--- src/rtl/term_sched.sv ---
// Term scheduler: buffers one group of (lane, sign) terms, truncates to
// MAX_TERMS and replays each term for BIT_LEN cycles to the bit-serial adder.
module term_sched #(
    parameter int NUM_COE_ARRAY   = 16,
    parameter int INPUT_SEL_WIDTH = 4,
    parameter int MAX_TERMS       = 8,
    parameter int BIT_LEN         = 8
) (
    input  logic                       clk,
    input  logic                       reset,
    input  logic                       term_valid,
    output logic                       term_ready,
    input  logic [INPUT_SEL_WIDTH-1:0] term_lane,
    input  logic                       term_sign,
    input  logic                       term_last,
    output logic [INPUT_SEL_WIDTH-1:0] input_selection,
    output logic                       sign_ctrl,
    output logic                       acc_en,
    output logic                       group_done,
    output logic                       trunc
);

    localparam int CW = $clog2(MAX_TERMS + 1);
    localparam int IW = (MAX_TERMS > 1) ? $clog2(MAX_TERMS) : 1;
    localparam int BW = (BIT_LEN > 1) ? $clog2(BIT_LEN) : 1;
    localparam logic [CW-1:0] N_MAX  = CW'(MAX_TERMS);
    localparam logic [BW-1:0] B_LAST = BW'(BIT_LEN - 1);

    if (INPUT_SEL_WIDTH < $clog2(NUM_COE_ARRAY)) begin : g_width_chk
        $error("INPUT_SEL_WIDTH too narrow for NUM_COE_ARRAY");
    end

    typedef enum logic [1:0] {IDLE, LOAD, RUN, DONE} state_t;

    state_t                     state, state_nx;
    logic [CW-1:0]              n, n_nx, k, k_nx, k_inc;
    logic [BW-1:0]              b, b_nx;
    logic [INPUT_SEL_WIDTH-1:0] lane_buf [MAX_TERMS];
    logic [MAX_TERMS-1:0]       sign_buf;
    logic                       wr_en;
    logic [IW-1:0]              wr_idx;
    logic                       accept;
    logic                       trunc_nx, sgn_nx, acc_nx, done_nx;
    logic [INPUT_SEL_WIDTH-1:0] sel_nx;

    assign term_ready = ((state == IDLE) || (state == LOAD)) && !reset;
    assign accept     = term_valid & term_ready;
    assign k_inc      = k + 1'b1;

    always_comb begin
        state_nx = state;
        n_nx     = n;
        k_nx     = k;
        b_nx     = b;
        wr_en    = 1'b0;
        wr_idx   = n[IW-1:0];
        trunc_nx = trunc;
        sel_nx   = input_selection;
        sgn_nx   = sign_ctrl;
        acc_nx   = 1'b0;
        done_nx  = 1'b0;
        unique case (state)
            IDLE: begin
                if (accept) begin
                    wr_en    = 1'b1;
                    wr_idx   = '0;
                    n_nx     = CW'(1);
                    trunc_nx = 1'b0;
                    if (term_last) begin
                        // buffer[0] is written on this same edge
                        state_nx = RUN;
                        k_nx     = '0;
                        b_nx     = '0;
                        acc_nx   = 1'b1;
                        sel_nx   = term_lane;
                        sgn_nx   = term_sign;
                    end else begin
                        state_nx = LOAD;
                    end
                end
            end
            LOAD: begin
                if (accept) begin
                    if (n < N_MAX) begin
                        wr_en = 1'b1;
                        n_nx  = n + 1'b1;
                    end else begin
                        trunc_nx = 1'b1;
                    end
                    if (term_last) begin
                        state_nx = RUN;
                        k_nx     = '0;
                        b_nx     = '0;
                        acc_nx   = 1'b1;
                        sel_nx   = lane_buf[0];
                        sgn_nx   = sign_buf[0];
                    end
                end
            end
            RUN: begin
                acc_nx = 1'b1;
                if (b == B_LAST) begin
                    b_nx = '0;
                    if (k == n - 1'b1) begin
                        state_nx = DONE;
                        acc_nx   = 1'b0;
                        done_nx  = 1'b1;
                    end else begin
                        k_nx   = k_inc;
                        sel_nx = lane_buf[k_inc[IW-1:0]];
                        sgn_nx = sign_buf[k_inc[IW-1:0]];
                    end
                end else begin
                    b_nx = b + 1'b1;
                end
            end
            DONE: begin
                state_nx = IDLE;
                n_nx     = '0;
            end
        endcase
    end

    always_ff @(posedge clk) begin
        if (reset) begin
            state           <= IDLE;
            n               <= '0;
            k               <= '0;
            b               <= '0;
            lane_buf        <= '{default: '0};
            sign_buf        <= '0;
            input_selection <= '0;
            sign_ctrl       <= 1'b0;
            acc_en          <= 1'b0;
            group_done      <= 1'b0;
            trunc           <= 1'b0;
        end else begin
            state           <= state_nx;
            n               <= n_nx;
            k               <= k_nx;
            b               <= b_nx;
            input_selection <= sel_nx;
            sign_ctrl       <= sgn_nx;
            acc_en          <= acc_nx;
            group_done      <= done_nx;
            trunc           <= trunc_nx;
            if (wr_en) begin
                lane_buf[wr_idx] <= term_lane;
                sign_buf[wr_idx] <= term_sign;
            end
        end
    end

endmodule

--- config.mk ---
export PLATFORM = sky130hd
export DESIGN_NAME = term_sched
export DESIGN_NICKNAME = d
export VERILOG_FILES = /design/src/rtl/term_sched.sv
export SDC_FILE = /design/constraint.sdc
export NUM_CORES = 1
export LEC_CHECK = 0
export BUFFER_PORTS_ARGS = -buffer_cell sky130_fd_sc_hd__buf_2
export CAP_MARGIN = 15
export CORE_MARGIN = 2
export CORE_UTILIZATION = 40
export DETAILED_ROUTE_END_ITERATION = 10
export PLACE_DENSITY = 0.67
export SKIP_LAST_GASP = 1
export SYNTH_ARGS = -nofsm -noshare
export SYNTH_HDL_FRONTEND = slang
export SYNTH_SLANG_ARGS = --single-unit
--- constraint.sdc ---
create_clock -name clk -period 2.8 [get_ports clk]
set_input_delay 0.28 -clock clk [delete_from_list [all_inputs] [get_ports clk]]
set_output_delay 0.28 -clock clk [all_outputs]
set_load 0.01 [all_outputs]
; After elaboration in Yosys (flattened, before gate mapping)
; Cells that the tools add are included.
[totals]
ff_bits = 61
latch_bits = 0
mem_bits_rw = 0
mem_bits_ro = 0
inputBits = 9
output_inout_bits = 9
memories = 0
[classes]
n_addsub = 4
multipliers = 0
n_div = 0
order_cmp = 7
eq_ne = 16
shifts = 0
muxes = 61
n_bitwise = 5
reduce_logical = 18
[op_table]
columns = cell, n
row1 = $mux 4, 16
row2 = $bwmux 32, 1
row3 = $pmux 4 s3, 2
row4 = $mux 1, 19
row5 = $ne 2x2->1 const B, 8
row6 = $mux 3, 5
row7 = $bmux 4 s3, 1
row8 = $demux 4 s3, 1
row9 = $mux 2, 6
row10 = $reduce_and 5->1, 2
row11 = $add 4x1->4 const B, 2
row12 = $bwmux 8, 1
row13 = $ge 4x4->1 const B, 2
row14 = $lt 3x4->1 const B, 2
row15 = $not 3->4, 2
row16 = $pmux 2 s4, 1
row17 = $pmux 4 s2, 1
row18 = $reduce_and 4->1, 2
row19 = $reduce_and 7->1, 1
row20 = $ne 2x1->1 const B, 3
row21 = $pmux 1 s2, 3
row22 = $pmux 3 s2, 1
row23 = $reduce_bool 3->1, 2
row24 = $eq 2x2->1 const B, 2
row25 = other kinds (21), 25

; Depth between registers and ports, before layout
[depth]
depth_word = 12
ltp_mapped = 10
ltp_nobuf = 7

; Worst setup path after synthesis
; No wires, ideal clock.
[synth_path]
kind = register to register
from = reg n[1]
to = reg k[2]
setup_time_ns = 0.071
t_arrival_ns = 2.088
setup_slack_ns = 0.641
path_stages_with_launch = 11
path_buffers = 3
cell_sequence = dfxtp_1 -> buf_2 -> inv_1 -> ha_1 -> xnor2_1 -> nor3_1 -> and3b_1 -> clkbuf_1 -> clkbuf_1 -> or3_1 -> a21oi_1
[synth_via]
elab_chain_cells = 4
[synth_rtl]
columns = element, line_no
row1 = start: declaration, 36  ; logic [CW-1:0] n, n_nx, k, k_nx, k_inc;
row2 = start signal: assignment, 139  ; n <= n_nx;
row3 = $sub 4x1->4, 104  ; if (k == n - 1'b1) begin
row4 = $eq 4x4->1, 104
row5 = $ne 2x2->1 (no line), n/a
row6 = $reduce_and 5->1 (no line), n/a
row7 = end signal: assignment, 140  ; k <= k_nx;
row8 = end: declaration, 36
; Every way passes these cells.
; A chain may end at the register's enable or synchronous reset.

; Final worst setup path
[layout_path]
from = reg state[1]
to = reg sign_buf[4]
[layout_via]
elab_chain_cells = 11
elab_cells_between_ends = 16
cone_classes = order compare (2) / eq/ne (1) / mux (8) / bitwise (1) / reduce/logical (4)
[layout_rtl]
columns = element, line_no
row1 = start: declaration, 35  ; state_t state, state_nx;
row2 = start signal: assignment, 138  ; state <= state_nx;
row3 = $eq 2x1->1 / $logic_not 2->1 (equally long branches), "46, 62"
row4 = $logic_or 1x1->1, 46  ; assign term_ready = ((state == IDLE) || (state == LOAD)) && !reset;
row5 = $logic_and 1x1->1, 46
row6 = $and 1x1->1, 47  ; assign accept = term_valid & term_ready;
row7 = $mux 3, 64  ; if (accept) begin
row8 = $mux 3, 62  ; unique case (state)
row9 = $lt 3x4->1 (implied by the code) / $ge 3x1->1 (equally long branches), 149  ; sign_buf[wr_idx] <= term_sign;
row10 = $logic_and 1x1->1 (implied by the code), 149
row11 = $mux 1 (implied by the code), 149
row12 = $demux 1 s3, 149
row13 = $bwmux 8, 149
row14 = end signal: indexed assignment, 149
row15 = end: declaration, 39  ; logic [MAX_TERMS-1:0] sign_buf;
; Parallel ways exist; a longest one is shown, timed or not.

==> flow_metrics.env <==
export IMPL_min_period_ns=2.49
export IMPL_synth_most_common_cell="dfxtp_1"
export IMPL_critPathTopFamily="simple AND/OR/NAND/NOR gates"
export IMPL_ctsResizeCount=0
export IMPL_synth_nets=374
export IMPL_drc=0
export IMPL_timing_rr_end="sign_buf[4]"
export IMPL_synth_common_cells="61 x dfxtp_1, 53 x nor2_1, 37 x mux2i_1"
export IMPL_clock_latency_ns=0.35
export IMPL_rows=32
export IMPL_reg2reg_from="state[1]"
export IMPL_pwr_share_seq_pct=35.0
export IMPL_worstHoldStart="term_lane[3]"
export IMPL_dieArea_um2=8740
export IMPL_clockPowerShare_pct=29.9
export IMPL_clockBufferDepth=2
export IMPL_slew_viol_final=0
export IMPL_drt_wl_total_mm=7.54
export IMPL_critPathSlowestCell="ha_1"
export IMPL_area_growth_pct=10.5
export IMPL_antenna_found_initial=0
export IMPL_yosys_area_top_type="dfxtp_1"
export IMPL_cts_made_buffers=9
export IMPL_final_nets=379
export IMPL_crit_chain="inv_1 -> ha_1 -> buf_4 -> nand2b_1 -> nor4_1 -> buf_4 -> nand3_1 -> mux2i_1 -> nor2_1"
export IMPL_synthFlopType="dfxtp_1"
export IMPL_arrival_ns=2.71
export IMPL_fillers=766
export IMPL_drive_above_1_share_pct=15.3
export IMPL_core_area_um2=7730
export IMPL_critPathKind="flip-flop to flip-flop"
export IMPL_post_synth_cell_area_avg_um2=8.99
export IMPL_maxCapViolations=0
export IMPL_cts_tree="built"
export IMPL_diodes=0
export IMPL_track_usage_pct=18.5
export IMPL_ant_nets=0
export IMPL_synth_seq_cells=61
export IMPL_grt_setup_unrepaired="no"
export IMPL_worst_clock_skew_ns=0.00631
export IMPL_rrSetupSlack_ns=0.31
export IMPL_grt_ovfl_total=0
export IMPL_finalHoldViolCount=0
export IMPL_syn_area_um2=3200
export IMPL_leakage_nw=1.35
export IMPL_fin_crit_sh_pct=88.9
export IMPL_h_tree_depth=3
export IMPL_start_kind="flip-flop"
export IMPL_postCtsSetupBuffers=0
export IMPL_critPathCaptureType="flip-flop"
export IMPL_p_sw_w=0.00101
export IMPL_grt_pass1_vias=2550
export IMPL_synthArstFlopShare_pct=0
export IMPL_tns_ns=0
export IMPL_yosysWarnings=0
export IMPL_synth_top_area_share_pct=38.1
export IMPL_path_buf_inv=3
export IMPL_routabilityCongestion=0.906
export IMPL_path_common_cell="buf_4"
export IMPL_fmax_mhz=402
export IMPL_status="finished clean"
export IMPL_drtIter0Drc=133
export IMPL_pwr_share_comb_pct=35.1
export IMPL_holdPathStages=3
export IMPL_synth_edff_count=0
export IMPL_syn_inst=356
export IMPL_die_w_um=93.5
export IMPL_initial_core_util_pct=41.4
export IMPL_grt_first_pass_wirelength_mm=12.6
export IMPL_whs_endpoint="lane_buf[31]"
export IMPL_r2r_cells=9
export IMPL_setup_viol=0
export IMPL_synth_area_leaders="dfxtp_1 38%, mux2i_1 12%, nor2_1 6.2%, ha_1 3.5%, mux4_2 3.5%"
export IMPL_clkTransAtPathRegs_ns=0.07
export IMPL_cts_root_buffer="clkbuf_8"
export IMPL_grt_max_degree=46
export IMPL_hpwl_mm=5.27
export IMPL_internal_power_w=0.00185
export IMPL_tightest_slew_ns=0.565
export IMPL_dp_slack_ns=0.389
export IMPL_hold_path_class="input port to flip-flop"
export IMPL_io_pins=18
export IMPL_yosys_cell_types_count=48
export IMPL_die_h_um=93.5
export IMPL_powerDensity_nw_per_um2=809
export IMPL_routedWlPerCell_um=16.2
export IMPL_cts_hold_buffers_added=0
export IMPL_vias_per_cell=5.60
export IMPL_vias=2616
export IMPL_crit_path_max_incr_delay_ns=0.49
export IMPL_synth_seq_area_share_pct=38.1
export IMPL_clock_sinks=61
export IMPL_timing_final_ws_setup_ns=0.311
export IMPL_required_ns=3.03
export IMPL_swShare_pct=35.4
export IMPL_ir_worst_vdd_mv=0.362
export IMPL_cp_max_fo=15
export IMPL_io_buffer_count=17
export IMPL_firstDrtPassIters=4
export IMPL_max_slew_margin_pct=62.3
-- registers in the layout, summed over array words and instances (netlist names) --
| register | cells |
|---|---|
| group_done | 1 |
| trunc | 1 |
| b | 3 |
| sign_ctrl | 1 |
| input_selection | 4 |
| acc_en | 1 |
| sign_buf | 8 |
| k | 4 |
| n | 4 |
| state | 2 |
| lane_buf | 32 |
-- worst max-delay path by stage --
stage	start	end	slack, ns	cells past startpoint
after floorplan	n[1]	k[2]	0.64	10
after global placement	state[1]	input_selection[2]	0.47	7
after detailed placement	state[1]	sign_ctrl	0.39	7
after CTS	state[1]	lane_buf[5]	0.37	9
after global routing	state[1]	sign_ctrl	0.11	7
final	state[1]	sign_buf[4]	0.31	9
-- cell usage in the layout (no fill, tap or decap), drive strengths merged, types with 5 or more instances in the layout --
| cell type | n |
|---|---|
| dfxtp | 61 |
| ha | 9 |
| a221oi | 10 |
| nor3 | 7 |
| mux2i | 37 |
| clkbuf | 10 |
| nand2 | 27 |
| nor2 | 54 |
| o32ai | 5 |
| nand2b | 9 |
| a211oi | 5 |
| mux4 | 5 |
| a21oi | 22 |
| o21ai | 18 |
| inv | 13 |
| mux2 | 5 |
| buf | 24 |
| or4b | 5 |
-- cell type report --
cell class	count	area (um^2)	area share (%)
Clock buffer	10	138	3.89
Clock inverter	5	75.1	2.12
Inverter	13	48.8	1.38
Multi-Input combinational cell	252	1790	50.6
Sequential cell	61	1220	34.5
Tap cell	102	128	3.61
Timing Repair Buffer	24	138	3.89
-- worst min-delay path: stages --
cell and delay (ns):
buf_2 0.16, nand2_1 0.08, a21oi_1 0.05
-- cells by family (layout without fill, tap and decap cells) --
logic type	Yosys count	in the layout	share of synthesized area, %
AO/OA/AOI/OAI	69	69	14.0
XOR/XNOR	6	6	2.11
multiplexers	47	47	16.8
flip-flops	61	61	38.1
buffers and inverters	43	52	5.98
AND/OR/NAND/NOR	121	121	19.5
adder cells (fa/ha/maj)	9	9	3.52
-- power by group through the flow --
stage	clock network [W]	registers (W)	logic (W)
2_1_floorplan	0	0.00102	0.000736
3_5_place_dp	0	0.00102	0.000987
6_report	0.000856	0.00100	0.00100
5_1_grt	0.000906	0.00101	0.00112
4_1_cts	0.000868	0.00100	0.000992
3_3_place_gp	0	0.00102	0.000981
-- per-stage QoR --
| stage | hold slack [ns] | power (W) | cell area [um^2] | utilization [%] | cells |
|---|---|---|---|---|---|
| 5_1_grt | 0.304 | 0.00304 | 3540 | 45.8 | 467 |
| 6_report | 0.283 | 0.00286 | 3540 | 45.8 | 467 |
| 2_1_floorplan | 0.450 | 0.00176 | 3200 | - | 356 |
| 4_1_cts | 0.276 | 0.00286 | 3540 | 45.8 | 467 |
| 3_5_place_dp | 0.470 | 0.00201 | 3320 | 43.0 | 452 |
| 3_3_place_gp | 0.464 | 0.00200 | 3320 | 43.0 | 452 |
-- metal layers --
| layer | vias up | track usage, % | wire, um |
|---|---|---|---|
| met5 | - | 0 | 0 |
| met4 | 0 | 5.64 | 212 |
| met2 | 58 | 30.3 | 3640 |
| met3 | 20 | 5.48 | 311 |
| li1 | 1274 | - | - |
| met1 | 1264 | 23.5 | 3380 |
Note: power is estimated with default switching activity, not from simulation.
